==> config.mk <==
export PLATFORM = sky130hd
export DESIGN_NAME = load_store_unit
export DESIGN_NICKNAME = d
export VERILOG_FILES = /design/src/rtl/lsu_pkg.sv /design/src/rtl/lsu_align.sv /design/src/rtl/load_store_unit.sv
export SDC_FILE = /design/constraint.sdc
export NUM_CORES = 1
export LEC_CHECK = 0
export BUFFER_PORTS_ARGS = -buffer_cell sky130_fd_sc_hd__buf_2
export CAP_MARGIN = 5
export CORE_ASPECT_RATIO = 0.6
export CORE_UTILIZATION = 53
export CTS_CLUSTER_SIZE = 30
export DETAILED_ROUTE_END_ITERATION = 12
export PLACE_DENSITY = 0.82
export SETUP_SLACK_MARGIN = 0.02
export SLEW_MARGIN = 30
export SYNTH_ARGS = -nofsm -noshare
export SYNTH_HDL_FRONTEND = slang
export SYNTH_SLANG_ARGS = --single-unit
==> constraint.sdc <==
create_clock -name clk -period 4.2 [get_ports clk]
set_clock_uncertainty 0.15 [all_clocks]
set_input_delay 0.84 -clock clk [delete_from_list [all_inputs] [get_ports clk]]
set_output_delay 0.84 -clock clk [all_outputs]
set_load 0.01 [all_outputs]
==> src/rtl/lsu_pkg.sv <==
// Shared definitions for the load/store unit: funct3 encodings, error codes,
// FSM state type and the start-time access classification.
package lsu_pkg;

    localparam logic [2:0] F3_B  = 3'b000;
    localparam logic [2:0] F3_H  = 3'b001;
    localparam logic [2:0] F3_W  = 3'b010;
    localparam logic [2:0] F3_BU = 3'b100;
    localparam logic [2:0] F3_HU = 3'b101;

    localparam logic [1:0] ERR_NONE     = 2'b00;
    localparam logic [1:0] ERR_MISALIGN = 2'b01;
    localparam logic [1:0] ERR_FUNCT3   = 2'b10;
    localparam logic [1:0] ERR_TIMEOUT  = 2'b11;

    typedef enum logic [1:0] {
        ST_IDLE = 2'b00,
        ST_REQ  = 2'b01,
        ST_DONE = 2'b10
    } lsu_state_e;

    // Illegal funct3 outranks misalignment, so legality is resolved first.
    function automatic logic [1:0] lsu_check(input logic       is_store,
                                             input logic [2:0] f3,
                                             input logic [1:0] ea_lo);
        logic legal;
        logic misal;
        legal = 1'b0;
        misal = 1'b0;
        case (f3)
            F3_B:    begin legal = 1'b1;      misal = 1'b0;      end
            F3_H:    begin legal = 1'b1;      misal = ea_lo[0];  end
            F3_W:    begin legal = 1'b1;      misal = |ea_lo;    end
            F3_BU:   begin legal = !is_store; misal = 1'b0;      end
            F3_HU:   begin legal = !is_store; misal = ea_lo[0];  end
            default: begin legal = 1'b0;      misal = 1'b0;      end
        endcase
        if (!legal) begin
            return ERR_FUNCT3;
        end else if (misal) begin
            return ERR_MISALIGN;
        end else begin
            return ERR_NONE;
        end
    endfunction

endpackage

==> src/rtl/lsu_align.sv <==
// Combinational lane logic: byte enables and replicated store data going out,
// lane selection and sign/zero extension of the returning load word.
module lsu_align
    import lsu_pkg::*;
(
    input  logic [2:0]  i_f3,
    input  logic [1:0]  i_ea_lo,
    input  logic [31:0] i_wdata,
    input  logic [31:0] i_mem_rdata,
    output logic [3:0]  o_be,
    output logic [31:0] o_st_data,
    output logic [31:0] o_ld_data
);

    logic [7:0]  w_byte;
    logic [15:0] w_half;

    // Store side: enables follow the access size, data is replicated so any lane works.
    always_comb begin
        o_be      = 4'b0000;
        o_st_data = 32'd0;
        case (i_f3[1:0])
            2'b00: begin
                o_be      = 4'b0001 << i_ea_lo;
                o_st_data = {4{i_wdata[7:0]}};
            end
            2'b01: begin
                o_be      = i_ea_lo[1] ? 4'b1100 : 4'b0011;
                o_st_data = {2{i_wdata[15:0]}};
            end
            2'b10: begin
                o_be      = 4'b1111;
                o_st_data = i_wdata;
            end
            default: begin
                o_be      = 4'b0000;
                o_st_data = 32'd0;
            end
        endcase
    end

    // Load side: pick the addressed lane, then extend by funct3.
    always_comb begin
        w_byte    = 8'd0;
        w_half    = i_ea_lo[1] ? i_mem_rdata[31:16] : i_mem_rdata[15:0];
        o_ld_data = 32'd0;
        case (i_ea_lo)
            2'b00:   w_byte = i_mem_rdata[7:0];
            2'b01:   w_byte = i_mem_rdata[15:8];
            2'b10:   w_byte = i_mem_rdata[23:16];
            2'b11:   w_byte = i_mem_rdata[31:24];
            default: w_byte = 8'd0;
        endcase
        case (i_f3)
            F3_B:    o_ld_data = {{24{w_byte[7]}}, w_byte};
            F3_H:    o_ld_data = {{16{w_half[15]}}, w_half};
            F3_W:    o_ld_data = i_mem_rdata;
            F3_BU:   o_ld_data = {24'd0, w_byte};
            F3_HU:   o_ld_data = {16'd0, w_half};
            default: o_ld_data = 32'd0;
        endcase
    end

endmodule

==> src/rtl/load_store_unit.sv <==
// Single-outstanding load/store unit: IDLE/REQ/DONE FSM driving a simple
// req/ack memory bus, with optional request timeout.
module load_store_unit
    import lsu_pkg::*;
#(
    parameter int unsigned TIMEOUT_CYCLES = 255
) (
    input  logic        clk,
    input  logic        reset,
    input  logic        start,
    input  logic [3:0]  lsu_func,
    input  logic [31:0] base,
    input  logic [31:0] offset,
    input  logic [31:0] wdata,
    output logic        busy,
    output logic        done,
    output logic        err,
    output logic [1:0]  err_code,
    output logic [31:0] rdata,
    output logic        mem_req,
    output logic        mem_we,
    output logic [29:0] mem_addr,
    output logic [3:0]  mem_be,
    output logic [31:0] mem_wdata,
    input  logic        mem_ack,
    input  logic [31:0] mem_rdata
);

    localparam logic [31:0] TO_LAST = 32'(TIMEOUT_CYCLES) - 32'd1;

    lsu_state_e  r_state;
    logic        r_busy;
    logic        r_done;
    logic        r_err;
    logic [1:0]  r_err_code;
    logic [31:0] r_rdata;
    logic        r_mem_req;
    logic        r_mem_we;
    logic [29:0] r_mem_addr;
    logic [3:0]  r_mem_be;
    logic [31:0] r_mem_wdata;
    logic [2:0]  r_f3;
    logic [1:0]  r_ea_lo;
    logic [31:0] r_cnt;

    logic [31:0] w_ea;
    logic [1:0]  w_code;
    logic [2:0]  w_f3;
    logic [1:0]  w_ea_lo;
    logic [3:0]  w_be;
    logic [31:0] w_st_data;
    logic [31:0] w_ld_data;
    logic        w_timeout;

    assign w_ea      = base + offset;
    assign w_code    = lsu_check(lsu_func[3], lsu_func[2:0], w_ea[1:0]);
    // In IDLE the aligner sees the incoming request; afterwards, the latched one.
    assign w_f3      = (r_state == ST_IDLE) ? lsu_func[2:0] : r_f3;
    assign w_ea_lo   = (r_state == ST_IDLE) ? w_ea[1:0]     : r_ea_lo;
    assign w_timeout = (TIMEOUT_CYCLES != 0) && (r_cnt == TO_LAST);

    lsu_align u_align (
        .i_f3        (w_f3),
        .i_ea_lo     (w_ea_lo),
        .i_wdata     (wdata),
        .i_mem_rdata (mem_rdata),
        .o_be        (w_be),
        .o_st_data   (w_st_data),
        .o_ld_data   (w_ld_data)
    );

    // FSM with all outputs registered.
    always_ff @(posedge clk) begin
        if (reset) begin
            r_state     <= ST_IDLE;
            r_busy      <= 1'b0;
            r_done      <= 1'b0;
            r_err       <= 1'b0;
            r_err_code  <= ERR_NONE;
            r_rdata     <= 32'd0;
            r_mem_req   <= 1'b0;
            r_mem_we    <= 1'b0;
            r_mem_addr  <= 30'd0;
            r_mem_be    <= 4'b0000;
            r_mem_wdata <= 32'd0;
            r_f3        <= 3'd0;
            r_ea_lo     <= 2'd0;
            r_cnt       <= 32'd0;
        end else begin
            case (r_state)
                ST_IDLE: begin
                    r_done     <= 1'b0;
                    r_err      <= 1'b0;
                    r_err_code <= ERR_NONE;
                    if (start) begin
                        r_busy <= 1'b1;
                        if (w_code != ERR_NONE) begin
                            r_state    <= ST_DONE;
                            r_done     <= 1'b1;
                            r_err      <= 1'b1;
                            r_err_code <= w_code;
                        end else begin
                            r_state     <= ST_REQ;
                            r_mem_req   <= 1'b1;
                            r_mem_we    <= lsu_func[3];
                            r_mem_addr  <= w_ea[31:2];
                            r_mem_be    <= w_be;
                            r_mem_wdata <= lsu_func[3] ? w_st_data : 32'd0;
                            r_f3        <= lsu_func[2:0];
                            r_ea_lo     <= w_ea[1:0];
                            r_cnt       <= 32'd0;
                        end
                    end
                end
                ST_REQ: begin
                    if (mem_ack) begin
                        r_state   <= ST_DONE;
                        r_mem_req <= 1'b0;
                        r_mem_we  <= 1'b0;
                        r_mem_be  <= 4'b0000;
                        r_done    <= 1'b1;
                        if (!r_mem_we) begin
                            r_rdata <= w_ld_data;
                        end
                    end else if (w_timeout) begin
                        r_state    <= ST_DONE;
                        r_mem_req  <= 1'b0;
                        r_mem_we   <= 1'b0;
                        r_mem_be   <= 4'b0000;
                        r_done     <= 1'b1;
                        r_err      <= 1'b1;
                        r_err_code <= ERR_TIMEOUT;
                    end else begin
                        r_cnt <= r_cnt + 32'd1;
                    end
                end
                ST_DONE: begin
                    r_state    <= ST_IDLE;
                    r_busy     <= 1'b0;
                    r_done     <= 1'b0;
                    r_err      <= 1'b0;
                    r_err_code <= ERR_NONE;
                end
                default: begin
                    r_state   <= ST_IDLE;
                    r_busy    <= 1'b0;
                    r_done    <= 1'b0;
                    r_mem_req <= 1'b0;
                    r_mem_we  <= 1'b0;
                    r_mem_be  <= 4'b0000;
                end
            endcase
        end
    end

    assign busy      = r_busy;
    assign done      = r_done;
    assign err       = r_err;
    assign err_code  = r_err_code;
    assign rdata     = r_rdata;
    assign mem_req   = r_mem_req;
    assign mem_we    = r_mem_we;
    assign mem_addr  = r_mem_addr;
    assign mem_be    = r_mem_be;
    assign mem_wdata = r_mem_wdata;

endmodule

After elaboration in Yosys (flattened, before gate mapping)
Index checks and enable logic that the tools add are counted.
- register bits after elaboration: 144
- bits of input ports: 136
- output and inout port bits: 105
- $add $sub $neg: 2
- equal/unequal tests: 22
- shift-type cells: 1
- multiplexer cells: 50
- bitwise operators: 4
- reduce and logical (&&, ||, !) cells: 20
- operators by type and width (operator ; count):
    two-way mux 32 bit ; 5
    case mux 32 bit (5 select lines) ; 1
    case mux 32 bit (3 select lines) ; 1
    case mux 32 bit (2 select lines) ; 1
    adder 32 x 1 -> 32 bit (second input constant) ; 1
    adder 32 bit ; 1
    equality test 32 x 8 -> 1 bit (second input constant) ; 1
    case mux 8 bit (4 select lines) ; 1
    case mux 4 bit (3 select lines) ; 2
    two-way mux 2 bit ; 10
    two-way mux 4 bit ; 5
    two-way mux 16 bit ; 1
    two-way mux 1 bit ; 13
    equality test 3 bit (second input constant) ; 4
    != test 2 bit (second input constant) ; 5
    case mux 1 bit (3 select lines) ; 3
    AND reduction 3 bit ; 3
    equality test 2 bit (second input constant) ; 4
    case mux 1 bit (2 select lines) ; 4
    equality test 2 x 1 -> 1 bit (second input constant) ; 3
    equality test 3 x 1 -> 1 bit (second input constant) ; 2
    equality test 3 x 2 -> 1 bit (second input constant) ; 2
    logical NOT 2 bit ; 3
    logical NOT 3 bit ; 2
    other kinds (14) ; 21

Longest topological paths before layout
Gate-level depths: netlist (run 1).
- depth in word-level cells: 9
- gate-level depth with buffers: 12
- gate-level depth less buffers: 9

Cells and area by module
From an unflattened synthesis (run 1), not the netlist that was laid out.
- cell total of the unflattened synthesis: 1156
- area total of the unflattened synthesis: 8802.2 um^2
- by module, submodules not included (module ; instances ; cells an instance ; area each (um^2) ; sequential area each (um^2)):
    load_store_unit ; 1 ; 962 ; 7531.0 ; 2882.8
    lsu_align ; 1 ; 194 ; 1271.2 ; 0.0

Worst setup path before layout (run 1)
OpenSTA, ideal clock, no wires.
- path kind: input-to-reg
- start: in offset[0]
- end: reg r_cnt[26]
- setup time: 0.126 ns
- arrival: 3.202 ns
- data required time: 3.924 ns
- path slack: 0.722 ns
- stages: 9
- cells stage by stage: ha_1 -> fa_1 -> nor4_2 -> o21ai_2 -> a21o_1 -> a2111oi_4 -> nand4_1 -> xor2_1 -> nor2_2
- word-level cells in the longest chain between the ends: 8
- ends and longest elaborated chain (item ; RTL line ; text):
    from (decl) ; load_store_unit.sv:13 ; input logic [31:0] offset,
    adder 32 bit ; load_store_unit.sv:55 ; assign w_ea = base + offset;
    net w_ea[1] ; load_store_unit.sv:46 ; logic [31:0] w_ea;
    OR reduction 2 bit ; lsu_pkg.sv:33 ; F3_W: begin legal = 1'b1; misal = |ea_lo; end
    case mux 1 bit (2 select lines) ; lsu_pkg.sv:30 ; case (f3)
    two-way mux 1 bit ; lsu_pkg.sv:40 ; end else if (misal) begin
    two-way mux 2 bit ; lsu_pkg.sv:38 ; if (!legal) begin
    nonzero test 2 bit ; load_store_unit.sv:97 ; if (w_code != ERR_NONE) begin
    != test 2 bit (no line) ; n/a ;
    AND reduction 5 bit (no line) ; n/a ;
    to (signal assigned) ; load_store_unit.sv:134 ; r_cnt <= r_cnt + 32'd1;
    to (decl) ; load_store_unit.sv:44 ; logic [31:0] r_cnt;
The timed path passes the listed nets, and every way through them passes these cells.
A chain may end at the register's enable or synchronous reset.

Final worst setup path (run 1)
- start: in offset[0]
- end: reg r_cnt[30]
The elaborated chain is that of the path after synthesis.

==> impl_metrics.py, run 1 <==
metrics = {
    "timing": {
        "setup-tns-final_ns": 0,
        "timing.final.crit_share": 0.867,
        "final-setup-viol-count": 0,
        "finalMaxSlewViolations": 0,
        "finalWorstPathRequiredPeriod_ns": 3.64,
        "finalHoldViolCount": 0,
        "worst_slew_pin_slew_ns": 0.885,
        "max_freq_mhz": 274,
        "rsz0062_at_grt": "false",
        "slew_headroom": 0.410,
    },
    "clock_tree": {
        "htreeDepth": 4,
        "cts.path.max_buffers": 2,
        "post_cts_buffers": 0,
        "numClockSinks": 144,
        "tritoncts_clock_tree": "built",
        "ctsResizeCount": 0,
        "clk-insertion-delay-late_ns": 0.41,
        "post_cts_hold_buffer_count": 0,
        "cts_buffers": 17,
        "clkSlewWorstSetupHoldPaths_ns": 0.06,
        "cts-root-buf": "sky130_fd_sc_hd__clkbuf_16",
    },
    "logic_synthesis": {
        "synth_area_sq_mm": 0.00830,
        "synth.net_count": 1217,
        "synth_top_area_frac": 0.347,
        "synth.top_cells.by_area": "sky130_fd_sc_hd__dfxtp_1 35%, sky130_fd_sc_hd__nand2_1 7.1%, sky130_fd_sc_hd__a21oi_1 7.1%",
        "syn_avg_cell_area_sq_um": 7.95,
        "synth_largest_area_cell": "sky130_fd_sc_hd__dfxtp_1",
        "dominantRegCellSynth": "sky130_fd_sc_hd__dfxtp_1",
        "yosysWarnings": 0,
        "post_synthesis_sequential_area_ratio": 0.347,
        "ys_async_sr_fraction": 0,
        "postSynthRegisterBits": 144,
        "post_synth_inst_count": 1044,
        "yosysUniqueCellTypes": 70,
        "synth_edf_count": 0,
    },
    "worst_setup_path": {
        "worst-path-max-fanout": 9,
        "endpoint_kind": "register",
        "cp-start-kind": "input port",
        "timing.reg2reg.setup_slack_ns": 0.91,
        "critPathKind": "input port to register",
        "crit_path_start": "offset[0]",
        "timing.rr.end": "rdata[9]",
        "worst_ep_required_time_ns": 4.34,
        "reg2regPathDepth": 10,
        "worst_ep_arrival_time_ns": 3.78,
        "cp-endpoint": "r_cnt[30]",
        "critical_path.reg2reg.startpoint": "r_state[0]",
    },
    "routing": {
        "vias_per_instance": 5.96,
        "total_via_count_in_the_routed_design": 8786,
        "routed_wl_mm": 26.1,
        "drt-wirelength-per-cell_um": 17.7,
        "dr.first_iter.drc_count": 833,
        "drt_first_pass_iters": 5,
        "post-route-drc-count": 0,
        "final_antenna_net_count": 0,
    },
    "placement": {
        "detailed_placer_s_ending_hpwl_mm": 19.1,
        "io_buffer_count": 240,
        "globalplace.congestion": 0.963,
    },
    "final_layout": {
        "design.final.nets": 1433,
        "n_fill_cell": 1338,
        "num_antenna_cells": 0,
        "layout.cells.most_common_list": "239 x sky130_fd_sc_hd__buf_2, 158 x sky130_fd_sc_hd__nand2_1, 144 x sky130_fd_sc_hd__dfxtp_1, 117 x sky130_fd_sc_hd__a21oi_1, 109 x sky130_fd_sc_hd__nor2_1",
        "layout-drive-gt1-share": 0.253,
        "area_added_between_synthesis_and_finish_pct": 23.4,
        "most_common_cell_after_layout_fill_and_taps_aside": "sky130_fd_sc_hd__buf_2",
    },
    "global_route": {
        "grt_remaining_overflow": 0,
        "grt_pass1_wl_mm": 41.7,
        "global_route.usage.total": 0.324,
        "number_of_antenna_violations_at_the_first_check_in_global_routing": 0,
        "grt_pass1_vias": 7969,
        "largest_net_degree_at_the_start_of_global_routing": 69,
    },
    "pwr": {
        "power.density_cell_area_mw_per_mm2": 379,
        "power.ir.vdd_worst_mv": 0.308,
        "p_leak_nw": 4.38,
        "p_total_mw": 3.89,
    },
    "min_path": {
        "min-delay-path-class": "register to register",
    },
    "run": {
        "timing.max_cap.violations": 0,
    },
    "floorplan": {
        "placeableCoreArea_sq_mm": 0.0153,
        "ioPinCount": 241,
        "num_rows": 35,
        "floorplan.die_area_sq_mm": 0.0162,
        "die_height_um": 98.9,
        "initial_utilization": 0.542,
        "die_width_um": 164,
    },
    "run_status": {
        "status": "completed",
    },
}
-- cells by family after synthesis --
| kind of cell | Yosys count | share of synthesized area |
|---|---|---|
| buf+inv | 85 | 0.0404 |
| simple gates | 407 | 0.221 |
| xor+xnor | 41 | 0.0433 |
| fa+ha+maj | 37 | 0.0567 |
| compound gates | 314 | 0.262 |
| mux | 16 | 0.0301 |
| flops | 144 | 0.347 |
-- cells in the mapped netlist, types with 3 or more instances --
library cell and count:
sky130_fd_sc_hd__a2111oi_4 4, sky130_fd_sc_hd__a211o_1 5, sky130_fd_sc_hd__a211oi_1 8, sky130_fd_sc_hd__a21o_1 33, sky130_fd_sc_hd__a21oi_1 117, sky130_fd_sc_hd__a221oi_1 17
sky130_fd_sc_hd__a22o_1 10, sky130_fd_sc_hd__a22oi_1 15, sky130_fd_sc_hd__a2bb2oi_1 8, sky130_fd_sc_hd__a31oi_1 3, sky130_fd_sc_hd__and2_1 5, sky130_fd_sc_hd__and3_1 8
sky130_fd_sc_hd__and4_1 4, sky130_fd_sc_hd__buf_1 3, sky130_fd_sc_hd__buf_2 7, sky130_fd_sc_hd__clkbuf_1 47, sky130_fd_sc_hd__dfxtp_1 144, sky130_fd_sc_hd__ha_1 36
sky130_fd_sc_hd__inv_1 27, sky130_fd_sc_hd__mux2i_1 7, sky130_fd_sc_hd__mux4_2 7, sky130_fd_sc_hd__nand2_1 158, sky130_fd_sc_hd__nand2b_1 3, sky130_fd_sc_hd__nand3_1 43
sky130_fd_sc_hd__nand3b_1 5, sky130_fd_sc_hd__nand4_1 13, sky130_fd_sc_hd__nor2_1 109, sky130_fd_sc_hd__nor2_2 3, sky130_fd_sc_hd__nor2b_1 3, sky130_fd_sc_hd__nor3_1 28
sky130_fd_sc_hd__nor4_1 6, sky130_fd_sc_hd__o2111ai_1 6, sky130_fd_sc_hd__o211ai_1 4, sky130_fd_sc_hd__o21a_1 7, sky130_fd_sc_hd__o21ai_0 34, sky130_fd_sc_hd__o21ai_1 3
sky130_fd_sc_hd__o21ai_2 3, sky130_fd_sc_hd__o21bai_1 6, sky130_fd_sc_hd__o22ai_1 4, sky130_fd_sc_hd__o31ai_1 4, sky130_fd_sc_hd__or2_2 3, sky130_fd_sc_hd__or3_1 8
sky130_fd_sc_hd__xnor2_1 21, sky130_fd_sc_hd__xor2_1 20
-- metrics by stage --
step	util	cell area [sq um]	hold slack, ns	setup WS [ns]	cells
after floorplan	-	8300	0.286	0.722	1044
after global placement	0.631	9680	0.287	0.300	1444
after detailed placement	0.631	9680	0.291	0.199	1444
after CTS	0.669	10200	0.299	0.581	1474
after global routing	0.669	10200	0.316	0.428	1474
final	0.669	10200	0.297	0.557	1474
-- final cells by class --
cell class | count | area, sq um | area share
flip-flops and latches | 144 | 2880 | 0.281
well taps | 203 | 254 | 0.0248
clock inverters | 10 | 114 | 0.0111
repair buffers | 255 | 1330 | 0.130
clock buffers | 20 | 457 | 0.0446
inverters | 27 | 101 | 0.00989
multi-input cells | 815 | 5110 | 0.499
-- registers in the layout, indices dropped and copies added (netlist names), 2 cells and up --
name,flops
r_state,2
rdata,32
mem_be,4
r_f3,3
r_cnt,32
mem_addr,30
mem_wdata,32
err_code,2
r_ea_lo,2
-- how the worst min path moves through the flow --
stage | start | to | cells past startpoint
after global routing | rdata[26] | rdata[26] | 2
after floorplan | r_ea_lo[1] | r_ea_lo[1] | 2
after global placement | mem_be[2] | mem_be[2] | 2
after detailed placement | rdata[26] | rdata[26] | 2
after CTS | rdata[26] | rdata[26] | 2
final | rdata[26] | rdata[26] | 2
-- power by group --
part	switching (mW)	total, mW	internal, mW
combinational	0.567	0.939	0.372
clock	0.597	1.50	0.898
sequential	0.0324	1.45	1.42
-- per-layer routing --
metal	GRT usage	share of wire	up-vias
met4	0.0726	0.010	0
met2	0.463	0.41	435
li1	-	-	4204
met5	0	0	-
met3	0.0816	0.11	27
met1	0.484	0.47	4120
-- worst max-delay path, cell delays in order --
cell and delay, ns:
sky130_fd_sc_hd__buf_2 0.10, sky130_fd_sc_hd__ha_1 0.23, sky130_fd_sc_hd__fa_1 0.61, sky130_fd_sc_hd__nor4_2 0.51
sky130_fd_sc_hd__o21ai_4 0.11, sky130_fd_sc_hd__a21o_1 0.25, sky130_fd_sc_hd__a2111oi_4 0.68, sky130_fd_sc_hd__nand4_1 0.20
sky130_fd_sc_hd__xor2_1 0.20, sky130_fd_sc_hd__nor2_2 0.04
(Power assumes the default switching activity.)
==> run 2, diff against run 1 <==
CORE_UTILIZATION = 57   (was 53)
PLACE_DENSITY = 0.88   (was 0.82)
clock period = 4.7 ns   (was 4.2 ns; I/O delays follow)
==> run 2 against run 1 <==
  * Critical path depth up 1
  * Critical path type unchanged
  * Cell count decreased by 0.75%
  * Worst setup slack improved by 0.46 ns
  * Global-route usage grew 2.7 points
  * Clock power hardly changed
  * Total power down 6.9%
  * Register-to-register slack better by 0.53 ns
  * Utilization up 6.9 points
  * Largest power group unchanged
  * Sequential cell count did not move
  * Clock-buffer cell count fell by 2
  * Via count up 2.8%
  * Combinational power down 10%
==> impl_metrics.py, run 2 (synthesis results as in run 1) <==
metrics = {
    "run_status": {
        "status": "completed",
    },
    "routing": {
        "final_antenna_net_count": 0,
        "total_via_count_in_the_routed_design": 9036,
        "drt-wirelength-per-cell_um": 18.3,
        "drt_first_pass_iters": 5,
        "dr.first_iter.drc_count": 875,
        "vias_per_instance": 6.18,
        "routed_wl_mm": 26.8,
        "post-route-drc-count": 0,
    },
    "clock_tree": {
        "cts_buffers": 17,
        "tritoncts_clock_tree": "built",
        "numClockSinks": 144,
        "post_cts_hold_buffer_count": 0,
        "clk-insertion-delay-late_ns": 0.42,
        "htreeDepth": 4,
        "cts-root-buf": "sky130_fd_sc_hd__clkbuf_16",
        "ctsResizeCount": 0,
        "post_cts_buffers": 0,
        "clkSlewWorstSetupHoldPaths_ns": 0.06,
        "cts.path.max_buffers": 2,
    },
    "global_route": {
        "grt_pass1_vias": 7871,
        "number_of_antenna_violations_at_the_first_check_in_global_routing": 0,
        "grt_pass1_wl_mm": 40.6,
        "largest_net_degree_at_the_start_of_global_routing": 68,
        "global_route.usage.total": 0.352,
        "grt_remaining_overflow": 0,
    },
    "timing": {
        "max_freq_mhz": 272,
        "finalHoldViolCount": 0,
        "worst_slew_pin_slew_ns": 0.773,
        "finalWorstPathRequiredPeriod_ns": 3.68,
        "slew_headroom": 0.484,
        "finalMaxSlewViolations": 0,
        "rsz0062_at_grt": "false",
        "final-setup-viol-count": 0,
        "timing.final.crit_share": 0.783,
        "setup-tns-final_ns": 0,
    },
    "floorplan": {
        "num_rows": 33,
        "die_width_um": 158,
        "placeableCoreArea_sq_mm": 0.0139,
        "floorplan.die_area_sq_mm": 0.0151,
        "die_height_um": 95.5,
        "ioPinCount": 241,
        "initial_utilization": 0.597,
    },
    "pwr": {
        "p_leak_nw": 4.40,
        "power.density_cell_area_mw_per_mm2": 353,
        "power.ir.vdd_worst_mv": 0.260,
    },
    "worst_setup_path": {
        "worst_ep_arrival_time_ns": 3.80,
        "timing.reg2reg.setup_slack_ns": 1.44,
        "worst_ep_required_time_ns": 4.82,
        "worst-path-max-fanout": 16,
        "cp-start-kind": "input port",
        "critPathKind": "input port to register",
        "timing.rr.end": "rdata[7]",
        "critical_path.reg2reg.startpoint": "r_state[0]",
        "crit_path_start": "offset[0]",
        "endpoint_kind": "register",
        "reg2regPathDepth": 10,
    },
    "min_path": {
        "holdPathEnd": "mem_addr[20]",
        "min-delay-start": "mem_addr[20]",
        "worst_hold_path_cells": 2,
        "min-delay-path-class": "register to register",
    },
    "final_layout": {
        "area_added_between_synthesis_and_finish_pct": 23.7,
        "num_antenna_cells": 0,
        "layout.cells.most_common_list": "239 x sky130_fd_sc_hd__buf_2, 158 x sky130_fd_sc_hd__nand2_1, 144 x sky130_fd_sc_hd__dfxtp_1, 117 x sky130_fd_sc_hd__a21oi_1, 109 x sky130_fd_sc_hd__nor2_1",
        "most_common_cell_after_layout_fill_and_taps_aside": "sky130_fd_sc_hd__buf_2",
        "layout-drive-gt1-share": 0.252,
        "layout.core_utilization": 0.738,
        "design.final.nets": 1431,
        "n_fill_cell": 1078,
    },
    "run": {
        "timing.max_cap.violations": 0,
    },
    "placement": {
        "io_buffer_count": 240,
        "globalplace.congestion": 0.961,
        "detailed_placer_s_ending_hpwl_mm": 19.6,
    },
}
## run 2: cell count changes in the layout (fill, tap and decap cells not counted), moves of 2 or more
cell                         change
sky130_fd_sc_hd__clkinvlp_4      -3
sky130_fd_sc_hd__inv_6           +6
sky130_fd_sc_hd__clkbuf_8        -2
sky130_fd_sc_hd__bufinv_16       +2
sky130_fd_sc_hd__buf_4           -2
sky130_fd_sc_hd__clkinv_2        -2
## run 2: area by class of cell
class,count,area [sq um],share of cell area
multi-input combinational,815,5110,0.497
tap,192,240,0.0234
sequential,144,2880,0.281
timing repair buffer,253,1310,0.127
inverter,27,101,0.00987
clock buffer,18,429,0.0418
clock inverter,14,203,0.0197
## run 2: worst max path at each step
stage,end,slack (ns)
finish,rdata[30],1.02
global route,r_cnt[31],0.88
CTS,rdata[30],1.10
detailed placement,rdata[30],0.67
global placement,rdata[27],0.77
floorplan,r_cnt[26],1.12
## run 2: routing by layer
metal,global-route usage,share of wire
met1,0.499,0.44
met2,0.513,0.42
met3,0.105,0.12
met4,0.0947,0.019
met5,0,0
## run 2: worst max-delay path, stage by stage
cell                      delay (ns)
sky130_fd_sc_hd__buf_2          0.10
sky130_fd_sc_hd__ha_1           0.23
sky130_fd_sc_hd__fa_1           0.59
sky130_fd_sc_hd__mux2i_1        0.24
sky130_fd_sc_hd__buf_4          0.26
sky130_fd_sc_hd__mux2i_1        0.25
sky130_fd_sc_hd__o22ai_1        0.11
sky130_fd_sc_hd__and2_1         0.20
sky130_fd_sc_hd__o21ai_2        0.61
sky130_fd_sc_hd__a21o_1         0.19
sky130_fd_sc_hd__a21oi_1        0.06
## run 2: report_power, final
| group | switching [mW] | internal, mW | leakage [nW] |
|---|---|---|---|
| logic | 0.516 | 0.328 | 2.93 |
| registers | 0.0290 | 1.27 | 1.17 |
| clock network | 0.577 | 0.901 | 0.307 |
## run 2: stage by stage
step                      worst slack [ns]  instance area [sq um]  hold WS (ns)  total power, mW  std cells
after floorplan                       1.12                   8300         0.286             1.87       1044
after global placement               0.770                   9630         0.285             2.13       1430
after detailed placement             0.674                   9640         0.290             2.14       1431
after CTS                             1.10                  10300         0.298             3.60       1463
after global routing                 0.877                  10300         0.313             3.75       1463
final                                 1.02                  10300         0.297             3.62       1463
==> run 3, diff against run 2 <==
ABC_AREA = 1   (was not set)
CORE_UTILIZATION = 50   (was 57)
PLACE_DENSITY = 0.79   (was 0.88)
clock period = 3.3 ns   (was 4.7 ns; I/O delays follow)
==> run 3 against run 2 <==
  * Sequential share of layout area is 4.1 points lower
  * Die area up 35%
  * Global-route usage is 3.2 points lower
  * Utilization down 11 points
  * Register-to-register slack worse by 1.0 ns
  * Total power grew 54%
  * Sequential cell count unchanged
  * Cell count grew 47%
  * First-iteration DRC count is 14% higher
  * Combinational power rose by 79%
  * Clock power is 49% higher
  * Non-clock buffer count up 12
==> impl_metrics.py, run 3 <==
metrics = {
    "final_layout": {
        "n_fill_cell": 1857,
        "layout-drive-gt1-share": 0.179,
        "layout.cells.most_common_list": "539 x sky130_fd_sc_hd__nand2_1, 239 x sky130_fd_sc_hd__buf_2, 199 x sky130_fd_sc_hd__inv_1, 193 x sky130_fd_sc_hd__nor2_1, 150 x sky130_fd_sc_hd__a21oi_1",
        "area_added_between_synthesis_and_finish_pct": 21.4,
        "design.final.nets": 2043,
        "most_common_cell_after_layout_fill_and_taps_aside": "sky130_fd_sc_hd__nand2_1",
        "stdcell_count": 2149,
    },
    "worst_setup_path": {
        "timing.rr.end": "rdata[13]",
        "endpoint_kind": "register",
        "critical_path.reg2reg.startpoint": "r_state[1]",
        "critPathKind": "register to register",
        "worst_ep_required_time_ns": 3.51,
        "worst_ep_arrival_time_ns": 3.09,
        "reg2regPathDepth": 12,
        "timing.reg2reg.setup_slack_ns": 0.42,
        "cp-start-kind": "register",
        "worst-path-max-fanout": 24,
    },
    "timing": {
        "timing.final.crit_share": 0.871,
        "max_freq_mhz": 348,
        "setup-tns-final_ns": 0,
        "slew_headroom": 0.587,
        "finalWorstPathRequiredPeriod_ns": 2.88,
        "rsz0062_at_grt": "false",
        "final-setup-viol-count": 0,
        "finalMaxSlewViolations": 0,
        "finalHoldViolCount": 0,
        "worst_slew_pin_slew_ns": 0.620,
    },
    "clock_tree": {
        "clk-insertion-delay-late_ns": 0.43,
        "cts.path.max_buffers": 2,
        "ctsResizeCount": 0,
        "numClockSinks": 144,
        "cts_buffers": 17,
        "tritoncts_clock_tree": "built",
        "post_cts_buffers": 0,
        "clkSlewWorstSetupHoldPaths_ns": 0.06,
        "cts-root-buf": "sky130_fd_sc_hd__clkbuf_16",
        "htreeDepth": 4,
        "post_cts_hold_buffer_count": 0,
    },
    "floorplan": {
        "initial_utilization": 0.516,
        "ioPinCount": 241,
        "num_rows": 39,
        "die_width_um": 184,
        "die_height_um": 111,
        "placeableCoreArea_sq_mm": 0.0192,
        "floorplan.die_area_sq_mm": 0.0204,
    },
    "pwr": {
        "power.ir.vdd_worst_mv": 0.378,
        "p_int_mw": 3.76,
        "switching_power_share_of_the_total": 0.326,
        "pwr-share-seq": 0.333,
        "p_total_mw": 5.58,
        "p_leak_nw": 6.12,
        "share_comb_of_total_power": 0.270,
        "power.density_cell_area_mw_per_mm2": 464,
        "total_switching_power_mw": 1.82,
        "power.share.clock": 0.397,
    },
    "global_route": {
        "number_of_antenna_violations_at_the_first_check_in_global_routing": 2,
        "global_route.usage.total": 0.319,
        "grt_remaining_overflow": 0,
        "grt_pass1_wl_mm": 51.3,
        "largest_net_degree_at_the_start_of_global_routing": 65,
        "grt_pass1_vias": 9917,
    },
    "min_path": {
        "holdPathEnd": "rdata[21]",
        "min-delay-path-class": "register to register",
        "min-delay-start": "rdata[21]",
        "worst_hold_path_cells": 2,
    },
    "logic_synthesis": {
        "post_synthesis_sequential_area_ratio": 0.291,
        "synth.net_count": 1818,
        "synth_largest_area_cell": "sky130_fd_sc_hd__dfxtp_1",
        "yosysUniqueCellTypes": 42,
        "ys_async_sr_fraction": 0,
        "synth.top_cells.by_area": "sky130_fd_sc_hd__dfxtp_1 29%, sky130_fd_sc_hd__nand2_1 20%, sky130_fd_sc_hd__a21oi_1 7.6%",
        "combinational_family_with_the_most_area_after_synthesis": "simple AND/OR/NAND/NOR gates",
        "synth_top_area_frac": 0.291,
        "synth_compound_gate_area_share": 0.157,
        "post_synth_inst_count": 1645,
        "yosysWarnings": 0,
        "synth.most_common_cell": "sky130_fd_sc_hd__nand2_1",
        "post_synth_mux_area_share": 0,
        "synth_area_sq_mm": 0.00991,
        "synth_fa_ha_area_frac": 0.0475,
        "synth_edf_count": 0,
        "syn_avg_cell_area_sq_um": 6.03,
        "synthXorXnorAreaFrac": 0.0256,
        "dominantRegCellSynth": "sky130_fd_sc_hd__dfxtp_1",
        "postSynthRegisterBits": 144,
        "synth.top_cells.by_count": "539 x sky130_fd_sc_hd__nand2_1, 200 x sky130_fd_sc_hd__inv_1, 194 x sky130_fd_sc_hd__nor2_1",
        "yosys.area_share.simple": 0.369,
    },
    "placement": {
        "placed_cells": 2117,
        "io_buffer_count": 240,
        "detailed_placer_s_ending_hpwl_mm": 25.5,
        "globalplace.congestion": 0.981,
    },
    "routing": {
        "final_antenna_net_count": 0,
        "drt-wirelength-per-cell_um": 15.4,
        "drt_first_pass_iters": 6,
        "total_via_count_in_the_routed_design": 11400,
        "dr.first_iter.drc_count": 1000,
        "vias_per_instance": 5.29,
        "routed_wl_mm": 33.1,
        "post-route-drc-count": 0,
    },
    "run_status": {
        "status": "completed",
    },
    "run": {
        "timing.max_cap.violations": 0,
    },
}
## run 3: cells by family (layout without fill, tap and decap cells)
kind of cell / count (synthesis) / in the layout
AND/OR/NAND/NOR: 897 / 897
AO/OA/AOI/OAI: 271 / 271
buffers and inverters: 267 / 504
flip-flops: 144 / 144
adder cells (fa/ha/maj): 37 / 37
XOR/XNOR: 29 / 29
other: 0 / 1
## run 3: critical path: stages, from the launching register on
cell and delay [ns]:
sky130_fd_sc_hd__dfxtp_1 0.31, sky130_fd_sc_hd__inv_1 0.09, sky130_fd_sc_hd__ha_1 0.52, sky130_fd_sc_hd__inv_1 0.28, sky130_fd_sc_hd__nand2_1 0.14, sky130_fd_sc_hd__nand2_2 0.16, sky130_fd_sc_hd__nand2_1 0.12, sky130_fd_sc_hd__o21ai_2 0.09
sky130_fd_sc_hd__o21ai_2 0.16, sky130_fd_sc_hd__nand3_2 0.38, sky130_fd_sc_hd__nand2_1 0.20, sky130_fd_sc_hd__nand2_1 0.07, sky130_fd_sc_hd__a21oi_1 0.14
## run 3: cell type report
type / instances / area, sq um / area share
clock buffers: 20 / 447 / 0.0371
clock inverters: 11 / 211 / 0.0176
flip-flops and latches: 144 / 2880 / 0.240
inverters: 208 / 785 / 0.0652
multi-input cells: 1234 / 5940 / 0.494
well taps: 266 / 333 / 0.0277
diodes: 1 / 2.50 / 0.000208
repair buffers: 265 / 1430 / 0.119
## run 3: through the flow
stage | cell area [sq um] | util | setup slack (ns) | hold slack (ns)
after global routing | 12000 | 0.626 | 0.0655 | 0.334
after floorplan | 9910 | - | 0.594 | 0.290
after CTS | 12000 | 0.626 | 0.410 | 0.316
after detailed placement | 11400 | 0.591 | 0.0726 | 0.303
after global placement | 11400 | 0.591 | 0.132 | 0.295
final | 12000 | 0.626 | 0.425 | 0.313
## run 3: worst max-delay path by stage
stage	start	endpoint	cells after the start	slack (ns)
floorplan	offset[0]	mem_wdata[26]	10	0.59
global placement	base[0]	rdata[13]	13	0.13
detailed placement	base[0]	rdata[13]	13	0.07
CTS	r_state[1]	rdata[13]	12	0.41
global route	r_state[1]	rdata[26]	12	0.07
finish	r_state[1]	rdata[13]	12	0.42
## run 3: layer usage
metal / part of all wire / up-vias / wire length [um] / track usage
met4: 0.012 / 2 / 389 / 0.0756
met5: 0.00030 / - / 10 / 0
met2: 0.40 / 588 / 13100 / 0.448
met1: 0.46 / 5049 / 15300 / 0.451
met3: 0.13 / 41 / 4210 / 0.126
li1: - / 5683 / - / -
## run 3: power groups by stage
stage	clock, mW	sequential (mW)	combinational, mW
floorplan	0	1.92	0.968
global placement	0	1.90	1.44
detailed placement	0	1.90	1.47
CTS	2.23	1.86	1.48
global route	2.31	1.87	1.66
finish	2.21	1.86	1.51
